==> config.mk <==
export PLATFORM = sky130hd
export DESIGN_NAME = fsmd_loop_counter
export DESIGN_NICKNAME = d
export VERILOG_FILES = /design/src/rtl/fsmd_loop_counter.sv
export SDC_FILE = /design/constraint.sdc
export NUM_CORES = 1
export LEC_CHECK = 0
export CAP_MARGIN = 20
export CORE_UTILIZATION = 51
export DETAILED_ROUTE_END_ITERATION = 10
export HOLD_SLACK_MARGIN = 0.06
export PLACE_DENSITY_LB_ADDON = 0.25
export SLEW_MARGIN = 25
export SYNTH_ARGS = -nofsm -noshare
export SYNTH_HDL_FRONTEND = slang
export SYNTH_SLANG_ARGS = --single-unit
==> constraint.sdc <==
create_clock -name CLK -period 2.5 [get_ports CLK]
set_input_delay 0.25 -clock CLK [delete_from_list [all_inputs] [get_ports CLK]]
set_output_delay 0.25 -clock CLK [all_outputs]
set_load 0.02 [all_outputs]
==> src/rtl/fsmd_loop_counter.sv <==
// fsmd_loop_counter: bounded up/down loop counter with pause, abort and a
// one-cycle completion pulse. The count is clamped to its target on the final
// step, so it never wraps.
//
// Parameters:
//   WIDTH  counter and limit width in bits (2..16)
//   STEP   per-cycle increment/decrement magnitude (1..2^WIDTH-1)
//
// Ports:
//   CLK    clock, all state updates on its rising edge
//   RST    asynchronous active-high reset
//   START  begin a count (sampled in IDLE only)
//   LIMIT  terminal value, latched with START
//   DIR    0 = count 0 -> LIMIT, 1 = count LIMIT -> 0, latched with START
//   PAUSE  freeze the count while high
//   ABORT  cancel an active count (wins over PAUSE)
//   CNT    registered current count
//   BUSY   registered, high in RUN and HOLD
//   DONE   registered, one-cycle completion pulse
module fsmd_loop_counter #(
   parameter int unsigned WIDTH = 4,
   parameter int unsigned STEP  = 1
) (
   input  logic             CLK,
   input  logic             RST,
   input  logic             START,
   input  logic [WIDTH-1:0] LIMIT,
   input  logic             DIR,
   input  logic             PAUSE,
   input  logic             ABORT,
   output logic [WIDTH-1:0] CNT,
   output logic             BUSY,
   output logic             DONE
);

   // One extra bit so the up-count sum cannot wrap before the compare.
   localparam logic [WIDTH:0] StepExt = (WIDTH+1)'(STEP);

   typedef enum logic [1:0] {StIdle, StRun, StHold, StDone} state_e;

   state_e           state_q, state_d;
   logic [WIDTH-1:0] cnt_q, cnt_d;
   logic [WIDTH-1:0] limit_q, limit_d;
   logic             dir_q, dir_d;
   logic             busy_q, busy_d;
   logic             done_q, done_d;
   logic [WIDTH:0]   sum_up;

   always_comb begin
      state_d = state_q;
      cnt_d   = cnt_q;
      limit_d = limit_q;
      dir_d   = dir_q;
      sum_up  = {1'b0, cnt_q} + StepExt;

      case (state_q)
         StIdle: begin
            if (START) begin
               limit_d = LIMIT;
               dir_d   = DIR;
               cnt_d   = DIR ? LIMIT : '0;
               // Start value equals target in both directions exactly when LIMIT is 0.
               state_d = (LIMIT == '0) ? StDone : StRun;
            end
         end
         StRun: begin
            if (ABORT) begin
               state_d = StIdle;
            end else if (PAUSE) begin
               state_d = StHold;
            end else if (!dir_q) begin
               if (sum_up >= {1'b0, limit_q}) begin
                  cnt_d   = limit_q;
                  state_d = StDone;
               end else begin
                  cnt_d = sum_up[WIDTH-1:0];
               end
            end else begin
               if ({1'b0, cnt_q} <= StepExt) begin
                  cnt_d   = '0;
                  state_d = StDone;
               end else begin
                  // cnt_q > STEP here, so STEP fits in WIDTH bits.
                  cnt_d = cnt_q - StepExt[WIDTH-1:0];
               end
            end
         end
         StHold: begin
            if (ABORT) begin
               state_d = StIdle;
            end else if (!PAUSE) begin
               state_d = StRun;
            end
         end
         StDone: begin
            state_d = StIdle;
         end
         default: begin
            state_d = StIdle;
         end
      endcase

      // Outputs are registered from the next state so they are glitch-free.
      busy_d = (state_d == StRun) || (state_d == StHold);
      done_d = (state_d == StDone);
   end

   always_ff @(posedge CLK or posedge RST) begin
      if (RST) begin
         state_q <= StIdle;
         cnt_q   <= '0;
         limit_q <= '0;
         dir_q   <= 1'b0;
         busy_q  <= 1'b0;
         done_q  <= 1'b0;
      end else begin
         state_q <= state_d;
         cnt_q   <= cnt_d;
         limit_q <= limit_d;
         dir_q   <= dir_d;
         busy_q  <= busy_d;
         done_q  <= done_d;
      end
   end

   assign CNT  = cnt_q;
   assign BUSY = busy_q;
   assign DONE = done_q;

endmodule
==> run summary <==
The flow ran to the end, and the final reports show no timing, DRC or antenna violations. Buffers inserted to repair hold after CTS numbered 0. The area growth from synthesis to final layout came out at 21.1%. Using the TritonRoute via totals, the vias-per-cell ratio works out to 6.37. The flip-flop and latch count after synthesis came out at 13. The number of different library cells in the post-synthesis netlist is 32. The power share of the sequential group came out at 29.2%.

The insertion delay to the later sink of the worst-skew pair came out at 0.27 ns. TritonCTS built the clock tree. The combinational group share of total power is 61.9%. In the final routed layout, each cell accounts on average for 16.6 um. The portion of the post-synthesis area used by sequential elements is 36.1%.

CTS placed an instance of sky130_fd_sc_hd__clkbuf_4 at the clock tree root. The share of the clock period used by the worst path came out at about nine tenths. The synthesized cell area came out at 901 um^2.

STA classifies the critical path endpoint as a flip-flop. The initial antenna violation count came out at 0. The final weighted congestion of routability-driven global placement came out at 0.871. The worst endpoint data arrival time came out at 2.42 ns. The via count of the first global-routing pass is 820. Derived from the worst setup path, the maximum achievable clock frequency is approximately 440 MHz.

The wire length of the first global-routing pass came out at about 3700 um. The number of sinks on the clock net came out at 13. Among all flip-flop cells after synthesis, the most frequent one is sky130_fd_sc_hd__dfrtp_1.

The final number of hold-violating endpoints came to 0. The worst setup path is of the reg2reg kind. The max-slew violation count came to 0. The total number of vias is 815. The cell that appears most often on the critical path is sky130_fd_sc_hd__ha_1.

The fraction of final layout cells sized beyond drive strength 1 came out at between 10% and 20%. The maximum fanout count along the critical path came out at 11. The share of the synthesized area in the top cell type came out at 36.1%. The share of total power consumed by net switching is 46.9%.

By area the synthesized netlist is led by sky130_fd_sc_hd__dfrtp_1, sky130_fd_sc_hd__ha_1, sky130_fd_sc_hd__o21ai_0. The leakage power summed over all cells came out at roughly 0.47 nW. The post-synthesis net count is 114.

A synthesized cell averages roughly 9.4 um^2. The commonest cells after synthesis are sky130_fd_sc_hd__dfrtp_1, sky130_fd_sc_hd__ha_1, sky130_fd_sc_hd__o21ai_0. The sum of buffers and inverters on the critical path is 1. The final-layout setup total negative slack came out at 0 ns. The transition time at the pin with the least slew margin came out at 0.488 ns. The horizontal die dimension is ~44 um. The maximum single-stage delay on the critical path came out at 0.48 ns.

The worst-path cell with the longest stage delay is sky130_fd_sc_hd__dfrtp_2. The final worst setup slack is 0.238 ns. For this run, asynchronously set or reset flops after synthesis account for 100%. The total iterations of the first detailed-routing run came out at 6. The number of warnings reported in the yosys synthesis log is 0. The largest net degree at the start of global routing came out at 14. The cell internal power dissipation came out at ~790 uW. The antenna diode count is 0. The number of buffers added on ports came out at 15. The first-iteration detailed-routing DRC count came out at 36. The post-route DRC violation count is 0.

The cell count after synthesis came out at 96. The worst clock skew is 0.00602 ns. The max-capacitance violation count is 0.

The top cell type by total area after synthesis is sky130_fd_sc_hd__dfrtp_1. STA classifies the critical path startpoint as a flip-flop. The number of nets with antenna violations after routing is 0.

The number of ports placed on the die boundary is 16. The fraction of power consumed by the clock network is 8.8%. From bottom edge to top edge, the die measures 44.0 um. The buffer levels on the longest clock path came out at 2. Headroom to the max-slew limit came out at 67.2%.

The maximum level of the CTS H-tree is 1. The final-stage net count came out at 131. The cell with the most instances after synthesis is sky130_fd_sc_hd__dfrtp_1. The cell type group with the largest total delay on the critical path is adder cells. The die area came out at a little under 2000 um^2. The overall overflow remaining after global route came out at 0. The detailed placer's ending HPWL is 1580 um. The total number of placement rows came out at 14. Setup violations remaining at the end of the flow were counted as 0.

The path class of the tightest hold or removal check is in2async. The number of fill cells is 125. Once the floorplan was initialized, standard cells occupied between 50% and 60% of the core.

The final standard cell utilization of the core is between 60% and 70%. In this run, synthesis inferred 0 flip-flops with an integrated enable. The maximum ir drop on the vdd rail is 0.859 mV.

After clock tree synthesis, the clock-pin slew on the worst setup and hold paths is 0.09 ns. The power spent charging and discharging nets came out at 702 uW. The required time of the worst setup path came out at 2.66 ns. The worst setup timing slack at the placement stage came out at 0.157 ns. The power per cell area is 1370 nW/um^2. The critical path goes through inv_1 > ha_1 > ha_1 > a211oi_2 > o21ai_2 > o211ai_1 > nand2_1 > ha_1.

Setup repair after global routing left no endpoint under its margin. The routed design has 2130 um of wire. The time the worst path needs with I/O delays and setup came out at 2.26 ns. After the flow finishes, the layout carries non-filler instances totaling 128. The CTS buffer count came out at 3. The cell count after placement came out at 124. In this run the standard cell core region covers 1580 um^2. The overall track demand over capacity in global routing is 26.6%.
-- power by group through the flow --
stage	clock [mW]	sequential (mW)	combinational, mW
global placement	0	0.425	0.883
CTS	0.136	0.429	0.919
detailed placement	0	0.433	0.914
finish	0.132	0.438	0.927
global route	0.149	0.452	1.03
floorplan	0	0.440	0.640
-- cell families (layout without fill, tap and decap cells) --
group           after synthesis  in the layout  share of synthesized area (%)
simple gates                 30             30                           18.9
compound gates               27             27                           21.0
flops                        13             13                           36.1
buf+inv                      10             26                           4.17
fa+ha+maj                     8              8                           11.1
mux                           5              5                           5.83
xor+xnor                      3              3                           2.92
-- path summary, 6_finish.rpt --
check,end,start,cells past startpoint,slack (ns)
setup / recovery,BUSY$_DFF_PP0_,CNT[0]$_DFFE_PP0P_,8,0.24
hold / removal,limit_q[2]$_DFFE_PP0P_,RST,2,0.29
setup reg to reg,BUSY$_DFF_PP0_,CNT[0]$_DFFE_PP0P_,8,0.24
hold reg to reg,limit_q[0]$_DFFE_PP0P_,limit_q[0]$_DFFE_PP0P_,1,0.59
max in group asynchronous,CNT[0]$_DFFE_PP0P_,RST,2,1.85
min in group CLK,limit_q[0]$_DFFE_PP0P_,limit_q[0]$_DFFE_PP0P_,1,0.59
-- state kept, by name (all words and copies together) (netlist names) --
register  flops
state_q       2
DONE          1
limit_q       4
CNT           4
BUSY          1
dir_q         1
-- per-stage QoR --
step,cell area (um^2),hold WS [ns],power [mW]
CTS,1090,0.301,1.48
detailed placement,1060,0.564,1.35
finish,1090,0.287,1.50
global route,1090,0.352,1.63
floorplan,901,0.127,1.08
global placement,1060,0.550,1.31
-- layout by cell type, fill, tap and decap left out --
| cell type | netlist | routed |
|---|---|---|
| sky130_fd_sc_hd__o211ai_1 | 2 | 2 |
| sky130_fd_sc_hd__inv_1 | 6 | 6 |
| sky130_fd_sc_hd__a21o_2 | 1 | 1 |
| sky130_fd_sc_hd__a21oi_1 | 4 | 4 |
| sky130_fd_sc_hd__a31oi_2 | 1 | 1 |
| sky130_fd_sc_hd__xnor2_1 | 2 | 2 |
| sky130_fd_sc_hd__clkbuf_1 | 4 | 1 |
| sky130_fd_sc_hd__or3_1 | 1 | 1 |
| sky130_fd_sc_hd__a22oi_1 | 2 | 2 |
| sky130_fd_sc_hd__ha_1 | 8 | 8 |
| sky130_fd_sc_hd__nor3_1 | 1 | 1 |
| sky130_fd_sc_hd__and2b_2 | 1 | 1 |
| sky130_fd_sc_hd__o41ai_1 | 1 | 1 |
| sky130_fd_sc_hd__clkbuf_4 | 0 | 3 |
| sky130_fd_sc_hd__clkdlybuf4s50_1 | 0 | 15 |
| sky130_fd_sc_hd__nand2b_4 | 1 | 1 |
| sky130_fd_sc_hd__o21ai_2 | 1 | 1 |
| sky130_fd_sc_hd__o21ai_0 | 8 | 7 |
| sky130_fd_sc_hd__xor2_1 | 1 | 1 |
| sky130_fd_sc_hd__a211oi_2 | 1 | 1 |
| sky130_fd_sc_hd__dfrtp_2 | 0 | 1 |
| sky130_fd_sc_hd__nor2_1 | 3 | 3 |
| sky130_fd_sc_hd__nand2_1 | 7 | 7 |
| sky130_fd_sc_hd__nor4_1 | 1 | 1 |
| sky130_fd_sc_hd__or2_2 | 1 | 1 |
| sky130_fd_sc_hd__nand4b_1 | 1 | 1 |
| sky130_fd_sc_hd__nor3b_1 | 3 | 3 |
| sky130_fd_sc_hd__o21ai_1 | 0 | 1 |
| sky130_fd_sc_hd__o31ai_1 | 4 | 4 |
| sky130_fd_sc_hd__nand2b_1 | 2 | 2 |
| sky130_fd_sc_hd__or4_1 | 1 | 1 |
| sky130_fd_sc_hd__nand3_1 | 7 | 7 |
| sky130_fd_sc_hd__mux2_2 | 2 | 2 |
| sky130_fd_sc_hd__buf_4 | 0 | 1 |
| sky130_fd_sc_hd__o311ai_0 | 2 | 2 |
| sky130_fd_sc_hd__mux2i_1 | 3 | 3 |
| sky130_fd_sc_hd__dfrtp_1 | 13 | 12 |
-- area by class of cell --
type	instances	area (um^2)	area share (%)
flip-flops and latches	13	327	29.9
multi-input cells	73	538	49.3
clock buffers	4	26.3	2.41
well taps	16	20.0	1.83
repair buffers	16	158	14.4
inverters	6	22.5	2.06
-- repair_timing --
| action | 4_1_cts | 5_1_grt |
|---|---|---|
| setup endpoints to repair | 0 | 3 |
| buffers inserted | 0 | 0 |
| gates resized for setup | 0 | 2 |
-- per-layer routing --
layer	part of all wire, %	wire [um]	global-route usage (%)	up-vias
li1	-	-	-	388
met1	46	969	34.0	404
met2	50	1070	45.0	21
met3	3.5	74	4.08	2
met4	0.66	14	10.9	0
met5	0	0	0	-
No activity file was read; power rests on OpenSTA's default activity.
